$ cat config.mk
export PLATFORM = sky130hd
export DESIGN_NAME = bcd_xs3_seq_ctrl
export DESIGN_NICKNAME = d
export VERILOG_FILES = /design/src/rtl/xs3_pkg.sv /design/src/rtl/bcd_digit_xs3.sv /design/src/rtl/bcd_xs3_seq_ctrl.sv
export SDC_FILE = /design/constraint.sdc
export NUM_CORES = 1
export LEC_CHECK = 0
export ABC_CLOCK_PERIOD_IN_PS = 2300
export BUFFER_PORTS_ARGS = -buffer_cell sky130_fd_sc_hd__buf_2
export CAP_MARGIN = 20
export CORE_AREA = 2 2 66 68
export CTS_CLUSTER_DIAMETER = 120
export DETAILED_ROUTE_END_ITERATION = 8
export DIE_AREA = 0 0 68 70
export PLACE_DENSITY_LB_ADDON = 0.1
export SLEW_MARGIN = 20
export SYNTH_ARGS = -nofsm -noshare
export SYNTH_HDL_FRONTEND = slang
export SYNTH_SLANG_ARGS = --single-unit
$ cat constraint.sdc
create_clock -name clk -period 2.3 [get_ports clk]
set_input_delay 0.115 -clock clk [delete_from_list [all_inputs] [get_ports clk]]
set_output_delay 0.115 -clock clk [all_outputs]
set_load 0.005 [all_outputs]
$ cat src/rtl/xs3_pkg.sv
// rtl/xs3_pkg.sv - shared types and constants for the BCD to Excess-3 sequencer
// Purpose: FSM state encoding and the digit-conversion constants.
package xs3_pkg;

  typedef enum logic [1:0] {
    IDLE = 2'd0,
    CONV = 2'd1,
    DONE = 2'd2
  } state_t;

  localparam logic [3:0] XS3_OFFSET  = 4'd3;
  localparam logic [3:0] BCD_MAX     = 4'd9;
  localparam logic [3:0] XS3_INVALID = 4'h0;

endpackage

$ cat src/rtl/bcd_digit_xs3.sv
// rtl/bcd_digit_xs3.sv - combinational single-digit BCD to Excess-3 converter
// Purpose: converts one BCD digit; non-BCD codes give XS3_INVALID and a flag.
// Ports:
//   i_digit   in  4  BCD digit
//   o_xs3     out 4  Excess-3 digit (d+3, or XS3_INVALID when d > 9)
//   o_invalid out 1  set when i_digit is 10..15
module bcd_digit_xs3
  import xs3_pkg::*;
(
  input  logic [3:0] i_digit,
  output logic [3:0] o_xs3,
  output logic       o_invalid
);

  logic w_invalid;

  assign w_invalid = (i_digit > BCD_MAX);
  // 9 + 3 = 4'hC fits in the nibble, so no carry handling is needed.
  assign o_xs3     = w_invalid ? XS3_INVALID : (i_digit + XS3_OFFSET);
  assign o_invalid = w_invalid;

endmodule

$ cat src/rtl/bcd_xs3_seq_ctrl.sv
// rtl/bcd_xs3_seq_ctrl.sv - digit-serial BCD word to Excess-3 word controller
// Purpose: accepts a packed BCD word, converts one digit per clock (LSD first)
// through a single shared converter, then presents the Excess-3 word.
// Ports:
//   clk, rst                       clock, synchronous active-high reset
//   in_valid/in_ready/in_bcd       producer handshake and packed BCD word
//   out_valid/out_ready/out_xs3    consumer handshake and packed Excess-3 word
//   out_err_mask, out_err          per-digit non-BCD flags and their OR
//   busy                           high while converting or holding a result
module bcd_xs3_seq_ctrl
  import xs3_pkg::*;
#(
  parameter int DIGITS = 4
) (
  input  logic                  clk,
  input  logic                  rst,
  input  logic                  in_valid,
  output logic                  in_ready,
  input  logic [4*DIGITS-1:0]   in_bcd,
  output logic                  out_valid,
  input  logic                  out_ready,
  output logic [4*DIGITS-1:0]   out_xs3,
  output logic [DIGITS-1:0]     out_err_mask,
  output logic                  out_err,
  output logic                  busy
);

  localparam int CW = $clog2(DIGITS + 1);

  state_t              r_state;
  state_t              w_state_nxt;
  logic [4*DIGITS-1:0] r_shift;
  logic [CW-1:0]       r_cnt;
  logic [4*DIGITS-1:0] r_xs3;
  logic [DIGITS-1:0]   r_mask;
  logic [3:0]          w_dig_xs3;
  logic                w_dig_bad;
  logic                w_last;
  logic                w_accept;
  logic                w_deliver;

  bcd_digit_xs3 u_digit (
    .i_digit   (r_shift[3:0]),
    .o_xs3     (w_dig_xs3),
    .o_invalid (w_dig_bad)
  );

  assign w_last    = (r_cnt == CW'(DIGITS - 1));
  assign w_accept  = in_valid && in_ready;
  assign w_deliver = out_valid && out_ready;

  always_ff @(posedge clk) begin
    if (rst) r_state <= IDLE;
    else     r_state <= w_state_nxt;
  end

  always_comb begin
    w_state_nxt = r_state;
    in_ready    = 1'b0;
    out_valid   = 1'b0;
    busy        = 1'b0;
    case (r_state)
      IDLE: begin
        in_ready = 1'b1;
        if (w_accept) w_state_nxt = CONV;
      end
      CONV: begin
        busy = 1'b1;
        if (w_last) w_state_nxt = DONE;
      end
      DONE: begin
        busy      = 1'b1;
        out_valid = 1'b1;
        if (w_deliver) w_state_nxt = IDLE;
      end
      default: w_state_nxt = IDLE;
    endcase
  end

  always_ff @(posedge clk) begin
    if (rst) begin
      r_shift <= '0;
      r_cnt   <= '0;
      r_xs3   <= '0;
      r_mask  <= '0;
    end else if (r_state == IDLE) begin
      if (w_accept) begin
        r_shift <= in_bcd;
        r_cnt   <= '0;
        r_xs3   <= '0;
        r_mask  <= '0;
      end
    end else if (r_state == CONV) begin
      r_shift <= r_shift >> 4;
      r_cnt   <= r_cnt + 1'b1;
      // Decoded slot write keeps every index statically in range.
      for (int k = 0; k < DIGITS; k++) begin
        if (r_cnt == CW'(k)) begin
          r_xs3[4*k +: 4] <= w_dig_xs3;
          r_mask[k]       <= w_dig_bad;
        end
      end
    end
  end

  assign out_xs3      = r_xs3;
  assign out_err_mask = r_mask;
  assign out_err      = |r_mask;

endmodule

==> qor.csv <==
metric,value,unit
DIE AREA,4760,um2
CTS tree,done,
Remaining DRCs,0,
Final Cell Area,2230,um2
DR pass1 iterations,4,
Die Width,68,um
WL final,3950,um
fin crit share,82.0,%
CP max stage cell,ha_1,
CP cell instances,inv_1 -> ha_1 -> buf_4 -> mux2i_1 -> a211oi_1,
Clock Sink Count,41,
die height,70,um
global-route wire length before repair,6750,um
Seq pwr share,40.4,%
Least-Margin Pin Slew,0.620,ns
Internal Power,1.45,mW
sw power,0.832,mW
status,finished clean,
peak supply drop,0.000458,V
Ports,44,
number of H-tree levels,2,
sw frac,36.5,%
combinational share of power,39.3,%
Slew headroom,58.6,%
Critical Path AT,2.03,ns
Ant. Diodes,0,
hold_buf cts,0,
final setup vio count,0,
skew final,0.00798,ns
Worst Path Max Fanout,24,
initial antenna violation count,0,
Clock power frac,20.3,%
required time worst endpoint,2.45,ns
grt ovf,0,
dpl cell area,2140,um2
wire length per cell,13.9,um
synthesized cell area,1930,um2
crit end category,register,
vias in the first global route,1450,
leak pwr,1.00,nW
worst-skew pair later-pin latency,0.29,ns
Hold Crit Class,in2reg,
final core utilization,53.7,%
fin crit period,1.89,ns
critical path class,reg2reg,
synth unique cells,34,
Mean Syn Cell Area,9.98,um2
total number of vias,1515,
num rows,24,
Max Slew Vio Count,0,
Filler cells,380,
Setup WS post-layout,0.413,ns
post-synthesis cell count,193,
Critical Path Max Stage Delay,0.47,ns
f_max,0.530,GHz
Place WS,0.388,ns
max-cap viol count,0,
TritonCTS Buffers,5,
RSZ-0062 raised after global routing,false,
Yosys warning count,0,
Via density,5.33,
post-detailed-route count of antenna-violating nets,0,
clock buffer depth,2,
Hold Fails Final Rpt,0,
root buffer cell,clkbuf_8,
Port Buffers,43,
Final nets,262,
Pwr per Cell Area,1020,nW/um2
post-synthesis sequential area ratio,42.6,%
Seq cells post-synth,41,
Resize count post-CTS,0,
DRT iter0 DRCs,125,
GRT Util Overall,18.6,%
setup TNS,0,ns
core footprint,4140,um2
GP Congestion,0.764,
clock transition at the registers of the reported paths,0.08,ns
area delta synth->final,15.6,%
layout cells sized above 1,25.9,%
Setup crit start kind,register,
setup bufs post-CTS,0,
pin count of the biggest net entering global routing,32,
Detailed Place HPWL,2960,um
initial core utilization,46.5,%
Syn Nets,223,
[routing by layer]
layer	global-route usage, %	routed length (um)	vias to the layer above
li1	-	-	778
met1	22.9	1750	688
met4	6.67	46	0
met3	4.35	240	5
met5	0	0	-
met2	30.9	1910	44
[power by group through the flow]
stage / registers [mW] / logic (mW) / clock network (mW)
floorplan: 0.901 / 0.803 / 0
global placement: 0.928 / 0.879 / 0
detailed placement: 0.938 / 0.902 / 0
CTS: 0.921 / 0.908 / 0.480
global route: 0.936 / 1.01 / 0.512
finish: 0.921 / 0.895 / 0.462
[critical path: cells and delay by family (launching register included)]
kind,cells,cell delay [ns]
buf+inv,2,0.50
flops,1,0.33
mux,1,0.32
fa+ha+maj,1,0.47
compound gates,1,0.11
[Yosys cell counts]
master      n  area [um2]
dfxtp_1    41         821
nor2_1     26        97.6
mux2i_1    16         160
a211oi_1   12        90.1
nand2_1    11        41.3
ha_1       10         125
inv_1      10        37.5
a22o_1      8        70.1
o2bb2ai_1   6        52.6
buf_2       5        25.0
nand2b_1    5        31.3
o22ai_1     5        31.3
clkbuf_1    4        15.0
mux2_2      4        45.0
nand3b_1    4        30.0
and4bb_2    3        37.5
a2111oi_2   2        30.0
a21oi_1     2        10.0
a22oi_1     2        15.0
a32oi_1     2        17.5
o22a_1      2        17.5
a21o_1      1        7.51
a222oi_1    1        10.0
a2bb2o_1    1        10.0
a2bb2oi_1   1        8.76
and3b_1     1        8.76
buf_4       1        7.51
buf_6       1        11.3
buf_8       1        15.0
nor3b_1     1        7.51
o21ai_0     1        5.00
o21bai_4    1        18.8
or4_1       1        7.51
xnor2_1     1        8.76
[placed cells by master, fill, tap and decap left out, types with 2 or more instances in the layout]
cell       count
mux2_2         4
a32oi_1        2
a22oi_1        2
a211oi_1      12
ha_1          10
a22o_1         8
o2bb2ai_1      6
inv_1         10
mux2i_1       16
nand3b_1       4
buf_2         43
dfxtp_1       41
nand2b_1       5
o22ai_1        5
nand2_1       11
nor2_1        26
a2111oi_2      2
and4bb_2       3
a21oi_1        2
clkbuf_8       6
o22a_1         2
[sequential cells by signal (all words and copies together) (netlist names)]
signal,count
r_shift,16
r_cnt,3
r_state,2
out_err_mask,4
out_xs3,16
[worst paths after layout]
| check | from | cells after the start | slack (ns) | end |
|---|---|---|---|---|
| setup / recovery | r_state[1] | 5 | 0.41 | r_shift[8] |
| hold / removal | in_bcd[14] | 3 | 0.1 | r_shift[14] |
| setup reg to reg | r_state[1] | 5 | 0.41 | r_shift[8] |
| hold reg to reg | out_xs3[14] | 1 | 0.46 | out_xs3[14] |
[stage by stage]
step	cells	total power [mW]	hold slack (ns)
global route	284	2.46	0.0886
finish	284	2.28	0.0951
floorplan	193	1.70	0.287
detailed placement	277	1.84	0.395
global placement	277	1.81	0.378
CTS	284	2.31	0.0844
[kinds of logic after synthesis]
kind of cell	share of synthesized area (%)
adders and majority gates	6.49
muxes	10.6
AOI/OAI and AO/OA	20.5
xor gates and xnor gates	0.455
buffers and inverters	5.78
and+or+nand+nor	13.6
DFF	42.6
[final cells by class]
cell class	count	area, um2	area share (%)
clock buffers	7	86.3	3.88
inverters	10	37.5	1.69
multi-input cells	130	995	44.7
flip-flops and latches	41	821	36.9
well taps	52	65.1	2.92
repair buffers	44	223	10.0
Power figures use the tool's default switching activity.
